<file path="src/rtl/ahb_slave_if.sv">
// ---------------------------------------------------------------------------------------------
// ahb_slave_if
//   AHB-Lite slave front end for a single-port synchronous SRAM clocked by hclk.
//   Reads are issued to the SRAM in their address phase, so read data returns with zero wait
//   states. Writes are registered and performed in the data phase, when hwdata is valid. A
//   read arriving while a write occupies the SRAM costs one wait state. Misaligned or
//   oversized transfers get a two-cycle ERROR response and never touch the SRAM.
//
// Ports
//   hclk, hresetn      : clock and asynchronous active-low reset
//   hsel, hready       : slave select, bus ready input
//   htrans, hsize,
//   hwrite, haddr,
//   hwdata             : AHB-Lite transfer controls, address and write data
//   hready_out, hresp,
//   hrdata             : slave response
//   sram_wen           : SRAM write enable, active low
//   sram_ByteEna       : SRAM per-byte chip select, active low (4'b1111 = idle)
//   sram_Addr          : SRAM word address (haddr[SRAM_AW+1:2])
//   sram_Wdata         : SRAM write data
//   sram_Rdata         : SRAM read data, valid the cycle after a read access
// ---------------------------------------------------------------------------------------------
module ahb_slave_if #(
    parameter int unsigned SRAM_AW = 14
) (
    input  logic               hclk,
    input  logic               hresetn,
    input  logic               hsel,
    input  logic               hready,
    input  logic [1:0]         htrans,
    input  logic [2:0]         hsize,
    input  logic               hwrite,
    input  logic [31:0]        haddr,
    input  logic [31:0]        hwdata,
    output logic               hready_out,
    output logic [1:0]         hresp,
    output logic [31:0]        hrdata,
    output logic               sram_wen,
    output logic [3:0]         sram_ByteEna,
    output logic [SRAM_AW-1:0] sram_Addr,
    output logic [31:0]        sram_Wdata,
    input  logic [31:0]        sram_Rdata
);

    typedef enum logic [2:0] {
        StIdle,
        StWrData,
        StRdData,
        StWrStall,
        StErr1,
        StErr2
    } state_t;

    state_t             r_state;
    state_t             w_state_nxt;
    logic [SRAM_AW-1:0] r_addr;
    logic [SRAM_AW-1:0] w_addr_nxt;
    logic [3:0]         r_mask;
    logic [3:0]         w_mask_nxt;

    logic               w_active;
    logic               w_accept;
    logic               w_err;
    logic               w_stall;
    logic [3:0]         w_mask;
    logic [SRAM_AW-1:0] w_word_addr;
    logic               w_unused;

    // Upper address bits are ignored so the address space wraps; htrans[0] (SEQ vs NONSEQ)
    // does not change the behaviour.
    assign w_unused    = ^{haddr[31:SRAM_AW+2], htrans[0]};

    assign w_word_addr = haddr[SRAM_AW+1:2];
    assign w_active    = hsel & htrans[1];
    assign w_accept    = w_active & hready;

    // Byte-lane mask and alignment check for the transfer in its address phase.
    always_comb begin
        w_mask = 4'b0000;
        w_err  = 1'b0;
        case (hsize)
            3'd0: w_mask = 4'b0001 << haddr[1:0];
            3'd1: begin
                w_mask = haddr[1] ? 4'b1100 : 4'b0011;
                w_err  = haddr[0];
            end
            3'd2: begin
                w_mask = 4'b1111;
                w_err  = |haddr[1:0];
            end
            default: w_err = 1'b1;
        endcase
    end

    // The SRAM is busy writing during WR_DATA, so a valid read presented then must wait. This
    // ignores hready on purpose: hready_out feeds hready in a single-slave system.
    assign w_stall = (r_state == StWrData) & w_active & ~hwrite & ~w_err;

    always_comb begin
        w_state_nxt  = r_state;
        w_addr_nxt   = r_addr;
        w_mask_nxt   = r_mask;
        hready_out   = 1'b1;
        hresp        = 2'b00;
        hrdata       = 32'h0;
        sram_wen     = 1'b1;
        sram_ByteEna = 4'b1111;
        sram_Addr    = '0;
        sram_Wdata   = 32'h0;

        // Data-phase behaviour of the current state.
        unique case (r_state)
            StErr1: begin
                hready_out  = 1'b0;
                hresp       = 2'b01;
                w_state_nxt = StErr2;
            end
            StErr2:   hresp = 2'b01;
            StRdData: hrdata = sram_Rdata;
            StWrData: begin
                sram_wen     = 1'b0;
                sram_ByteEna = ~r_mask;
                sram_Addr    = r_addr;
                sram_Wdata   = hwdata;
            end
            default: ;
        endcase

        // Address-phase decode of the next transfer (not in ERR1, where the bus is held).
        if (w_stall) begin
            hready_out  = 1'b0;
            w_state_nxt = StWrStall;
        end else if (r_state != StErr1) begin
            if (w_accept) begin
                if (w_err) begin
                    w_state_nxt = StErr1;
                end else if (hwrite) begin
                    w_state_nxt = StWrData;
                    w_addr_nxt  = w_word_addr;
                    w_mask_nxt  = w_mask;
                end else begin
                    // Read goes to the SRAM now so data is ready in RD_DATA.
                    w_state_nxt  = StRdData;
                    sram_ByteEna = 4'b0000;
                    sram_Addr    = w_word_addr;
                end
            end else begin
                w_state_nxt = StIdle;
            end
        end

        // Reset aborts immediately: no SRAM access and idle response while hresetn is low.
        if (!hresetn) begin
            hready_out   = 1'b1;
            hresp        = 2'b00;
            hrdata       = 32'h0;
            sram_wen     = 1'b1;
            sram_ByteEna = 4'b1111;
            sram_Addr    = '0;
            sram_Wdata   = 32'h0;
        end
    end

    always_ff @(posedge hclk or negedge hresetn) begin
        if (!hresetn) begin
            r_state <= StIdle;
            r_addr  <= '0;
            r_mask  <= 4'b0000;
        end else begin
            r_state <= w_state_nxt;
            r_addr  <= w_addr_nxt;
            r_mask  <= w_mask_nxt;
        end
    end

endmodule

</file>
<file path="config.mk">
export PLATFORM = sky130hd
export DESIGN_NAME = ahb_slave_if
export DESIGN_NICKNAME = d
export VERILOG_FILES = /design/src/rtl/ahb_slave_if.sv
export SDC_FILE = /design/constraint.sdc
export NUM_CORES = 1
export LEC_CHECK = 0
export ABC_AREA = 1
export ABC_CLOCK_PERIOD_IN_PS = 1250
export BUFFER_PORTS_ARGS = -buffer_cell sky130_fd_sc_hd__buf_2
export CORE_MARGIN = 2
export CORE_UTILIZATION = 34
export CTS_BUF_LIST = sky130_fd_sc_hd__clkbuf_4
export DETAILED_ROUTE_END_ITERATION = 10
export PLACE_DENSITY = 0.79
export SLEW_MARGIN = 20
export SYNTH_ARGS = -nofsm -noshare
export SYNTH_HDL_FRONTEND = slang
export SYNTH_SLANG_ARGS = --single-unit
</file>
<file path="constraint.sdc">
create_clock -name hclk -period 1.25 [get_ports hclk]
set_input_delay 0.125 -clock hclk [delete_from_list [all_inputs] [get_ports hclk]]
set_output_delay 0.125 -clock hclk [all_outputs]
set_load 0.1 [all_outputs]
</file>
==> results of run 1 <==
## synth_stat cells (3+ instances only)
cell,number,area share
nand3_1,9,0.022
nor2_2,5,0.016
nor2_4,4,0.022
a21oi_1,10,0.025
buf_6,3,0.017
nor2_1,75,0.14
inv_1,59,0.11
o21ai_0,31,0.077
nand4_1,4,0.012
clkbuf_1,7,0.013
inv_2,4,0.0075
buf_4,4,0.015
dfrtp_1,21,0.26
nand2_1,109,0.20
## logic make-up after synthesis
logic type             Yosys count  share of synthesized area
flip-flops                      21                      0.262
other                            1                    0.00187
AND/OR/NAND/NOR                211                      0.448
AO/OA/AOI/OAI                   45                      0.118
buffers and inverters           80                      0.170
## per-stage QoR
| step | worst slack (ns) | hold slack [ns] |
|---|---|---|
| 2_1_floorplan | -0.497 | -0.171 |
| 3_3_place_gp | -0.362 | 0.117 |
| 3_5_place_dp | -0.471 | 0.168 |
==> metrics.txt, run 1 <==
status=aborted with a tool error; Halt Stage=clock tree synthesis (4_1_cts); Error Message=[ERROR DPL-0033] detailed placement checks failed during check placement.; Synth Flop Type=dfrtp_1; Ys Warns=0; Async S/R FF share, synth=1.00; placed cell count=626; Seq cells post-synth=21; Synth cell types=22; IO buf count=173; HPWL after detailed placement=9500 microns; clk root buf=clkbuf_4; Post-Syn Nets=464; Post-CTS Setup Inserts=9; dpl cell area=0.00521 sq mm; Synth Area per Inst=5.61 sq um; H-Tree Level Count=1; Max Buffers Root-to-Sink=2; Seq/Total Area, Yosys=0.262; Die H=80.8 microns; Cells after Synth=358; CTS Buf Count=3; GPL Wtd Cong=0.880; Post-synth EDFFs=0; chip width=80.8 microns; clk sink count=21; hold buffers post-CTS=1; Syn Std Cell Area=0.00201 sq mm; I/O pins=192; Starting Density=0.358; Cell Rows=27; Resize count post-CTS=35
==> inputs of run 2 (changes only) <==
- ABC_CLOCK_PERIOD_IN_PS: 1250 -> 1600
- CORE_UTILIZATION: 34 -> 20
- CTS_BUF_LIST: sky130_fd_sc_hd__clkbuf_4 -> unset
- PLACE_DENSITY: 0.79 -> unset
- PLACE_DENSITY_LB_ADDON: unset -> 0.15
- clock period: 1.25 -> 1.6 ns (I/O delays scaled with it)
==> metrics.txt, run 2 <==
DRT met1 WL=3320 microns; largest family of logic cells by synthesized area=simple AND/OR/NAND/NOR gates (unchanged); HPWL after detailed placement=7150 microns (was 9500 microns); worst path required time=1.44 ns; DRC=0; Top delay family on crit path=buffers and inverters; Post-Synth XOR/XNOR Area=0 (unchanged); total power=5.61 mW; vias=2951; Max Used Layer=met4; Critical Path AT=1.75 ns; most frequent cells in the layout=buf_12 (94), buf_2 (88), nand2_1 (74); 1st-pass router iterations=4; Detail Route Antenna Nets=0; CTS tree=built; Worst Setup End Kind=primary output; VDD IR-drop max=682 uV; RSZ-0062 raised after global routing=yes; chip width=104 microns (was 80.8 microns); Syn Std Cell Area=0.00201 sq mm (unchanged); initial antenna violation count=0; Synth Area per Inst=5.61 sq um (unchanged); hold slack final=0.111 ns; Die H=104 microns (was 80.8 microns); fillers=849; CP Cell Sequence=inv_2 > nand3_4 > buf_4 > inv_8 > buf_12 > clkbuf_16 > nand2_1 > nor2_4 > buf_12; nature of the critical path startpoint=flop; Layout area overhead=180%; clk root buf=clkbuf_8 (was clkbuf_4); Cell Rows=36 (was 27); clk sink count=21 (unchanged); Seq/Total Area, Yosys=0.262 (unchanged); pin count of the biggest net entering global routing=29; Synth top area share=0.262 (unchanged); I/O pins=192 (unchanged); clk_lat worst skew=0.26 ns; Top reg by flops=r_addr; Post-Synth Adder-Cell Area=0 (unchanged); final worst slack=-0.312 ns; combinational power share=0.788; Post-Synth Simple-Gate Area=0.448 (unchanged); Max stage delay on crit path=0.41 ns; iteration-0 DRC count of the detailed router=84; Buf/Inv on CP=6; Hold Startpoint=haddr[9]; Setup CP Type=reg2out; Worst Skew=0.00669 ns; Synth cell types=22 (unchanged); Tcrit/Tclk final=1.20; Leak=2.43 nW; final WL=8500 microns; failing checks=setup timing; count leader, synth=nand2_1 (unchanged); Starting Density=0.205 (was 0.358); CTS Buf Count=3 (unchanged); top flop regs=r_addr: 14 flops, r_mask: 4 flops, r_state: 3 flops; Seq cells post-synth=21 (unchanged); GRT Util Overall=0.158; slowest cell on the critical path=dfrtp_1; H-Tree Level Count=1 (unchanged); top cells by count, synth=nand2_1 (109), nor2_1 (75), inv_1 (59) (unchanged); most common cell after layout, fill and taps aside=buf_12; Critical R2R Launch=r_state[1]; Synth Area in Compound Gates=0.118 (unchanged); Max Buffers Root-to-Sink=2 (unchanged); most frequent CP cell=buf_12; final slew viol count=0; Async S/R FF share, synth=1.00 (unchanged); ant diodes=0; status=finished, violations left (was aborted with a tool error); Synth Flop Type=dfrtp_1 (unchanged); Net Switching=3.04 mW; final count of hold timing violations=0; CP max FO=7; crit path from=r_state[1]; Max-Cap Viols=0; met2 WL post-DR=4490 microns; Internal Power=2.56 mW; post-synthesis mux area share=0 (unchanged); GPL Wtd Cong=0.833 (was 0.880); post-route minimum period=1.91 ns; hold crit path type=in2reg; Clock transition at path regs=0.08 ns; max reg flops=14; via/cell ratio=4.23; Sequential Power Share=0.150; final setup vio count=84; Ys Warns=0 (unchanged); layout cells sized above 1=0.667; f_max=523 MHz; Cells after Synth=358 (unchanged); global-route wire length before repair=14300 microns; fin nets=672; IO buf count=173 (unchanged); Post-Syn Nets=464 (unchanged); die area=0.0109 sq mm; switch share=0.542; Post-synth EDFFs=0 (unchanged); number of global-route vias before repair=3061; GRT overflow=0; Clk pwr share=0.062; Synth area leaders=dfrtp_1 (26%), nand2_1 (20%), nor2_1 (14%) (unchanged); core area=0.00977 sq mm; Yosys top cell by area=dfrtp_1 (unchanged); mean routed wirelength per cell=12.2 microns; pwr/cell area=996 mW/mm^2; wire length on met3=576 microns
-- run 2: cell counts after synthesis --
Identical to the previous run, type by type.
-- run 2: kinds of logic (layout without fill, tap and decap cells) --
logic type             count (synthesis)  count (layout)
AOI/OAI and AO/OA                     45              45
buffers and inverters                 80             287
DFF                                   21              21
other                                  1               1
and+or+nand+nor                      211             211
-- run 2: power groups by stage --
| stage | Clock (mW) | Sequential (mW) | Combinational (mW) |
|---|---|---|---|
| floorplan | 0 | 0.826 | 2.56 |
| global placement | 0 | 0.833 | 3.94 |
| detailed placement | 0 | 0.842 | 3.99 |
| CTS | 0.357 | 0.835 | 4.03 |
| global route | 0.379 | 0.865 | 4.69 |
| finish | 0.348 | 0.843 | 4.41 |
-- run 2: path summary, 6_finish.rpt --
kind	end	slack [ns]	depth (start not counted)
max	sram_Wdata[13]	-0.31	9
min	r_addr[7]	0.11	3
max reg2reg	r_mask[2]	0.12	7
min reg2reg	r_addr[7]	0.51	2
max in group asynchronous	r_addr[4]	0.91	3
min in group asynchronous	r_state[1]	0.50	3
-- run 2: layout make-up --
type                    instances  area [sq um]  share of cell area
clock buffers                   3          41.3             0.00734
clock inverters                 1          5.00            0.000889
inverters                      63           278              0.0494
multi-input cells             257          1950               0.347
flip-flops and latches         21           526              0.0934
well taps                     133           166              0.0296
repair buffers                220          2660               0.472
-- run 2: worst min-delay path, cell delays in order --
cell     delay (ns)
buf_2          0.09
nand2_1        0.05
nand2_1        0.05
-- run 2: through the flow --
stage | instances | cell area [sq um] | utilization | setup WS, ns | setup TNS (ns)
3_3_place_gp | 684 | 5310 | 0.543 | -0.110 | -1.19
2_1_floorplan | 358 | 2760 | - | -0.228 | -9.81
5_1_grt | 698 | 5630 | 0.576 | -0.377 | -22.10
3_5_place_dp | 684 | 5310 | 0.543 | -0.139 | -1.61
4_1_cts | 692 | 5400 | 0.553 | -0.294 | -14.42
6_report | 698 | 5630 | 0.576 | -0.312 | -15.73
-- run 2: timing repair --
| item | CTS | global route |
|---|---|---|
| pin swaps | 4 | 11 |
| endpoints found under the hold margin | 21 | 0 |
| hold buffers | 1 | 0 |
| setup endpoints to repair | 84 | 84 |
| cloned | 0 | 2 |
| resized for setup | 7 | 44 |
| buffers inserted | 4 | 4 |
-- run 2: layer usage --
metal  vias to the layer above  global-route usage
li1                       1488                   -
met5                         -                   0
met4                         0              0.0357
met2                       116               0.298
met3                         8              0.0345
met1                      1339               0.180
(Power assumes the default switching activity.)
==> inputs of run 3 (changes only) <==
- CORE_UTILIZATION: 20 -> 37
==> metrics.txt, run 3 <==
Synth Area per Inst=5.61 sq um (unchanged); IO buf count=173 (unchanged); chip width=77.7 microns (was 104 microns); Synth cell types=22 (unchanged); Seq cells post-synth=21 (unchanged); Syn Std Cell Area=0.00201 sq mm (unchanged); Cells after Synth=358 (unchanged); Post-Syn Nets=464 (unchanged); GPL Wtd Cong=0.841 (was 0.833); Ys Warns=0 (unchanged); Seq/Total Area, Yosys=0.262 (unchanged); Die H=77.7 microns (was 104 microns); Cell Rows=26 (was 36); Synth area leaders=dfrtp_1 (26%), nand2_1 (20%), nor2_1 (14%) (unchanged); Async S/R FF share, synth=1.00 (unchanged); Starting Density=0.388 (was 0.205); Post-synth EDFFs=0 (unchanged); I/O pins=192 (unchanged); Synth top area share=0.262 (unchanged); Error Message=[ERROR DPL-0038] Utilization greater than 100%, impossible to legalize; top cells by count, synth=nand2_1 (109), nor2_1 (75), inv_1 (59) (unchanged); status=aborted with a tool error (was finished, violations left); Halt Stage=detailed placement (3_5_place_dp); Yosys top cell by area=dfrtp_1 (unchanged); count leader, synth=nand2_1 (unchanged); Synth Flop Type=dfrtp_1 (unchanged)
-- run 3: metrics by stage --
step	area (sq um)	setup TNS, ns	hold slack [ns]	cells
after global placement	5190	-0.689	0.187	616
after floorplan	2760	-9.81	-0.136	358
-- run 3: cell families after synthesis --
group | synth area share
compound gates | 0.118
buf+inv | 0.170
flops | 0.262
other cells | 0.00187
simple gates | 0.448
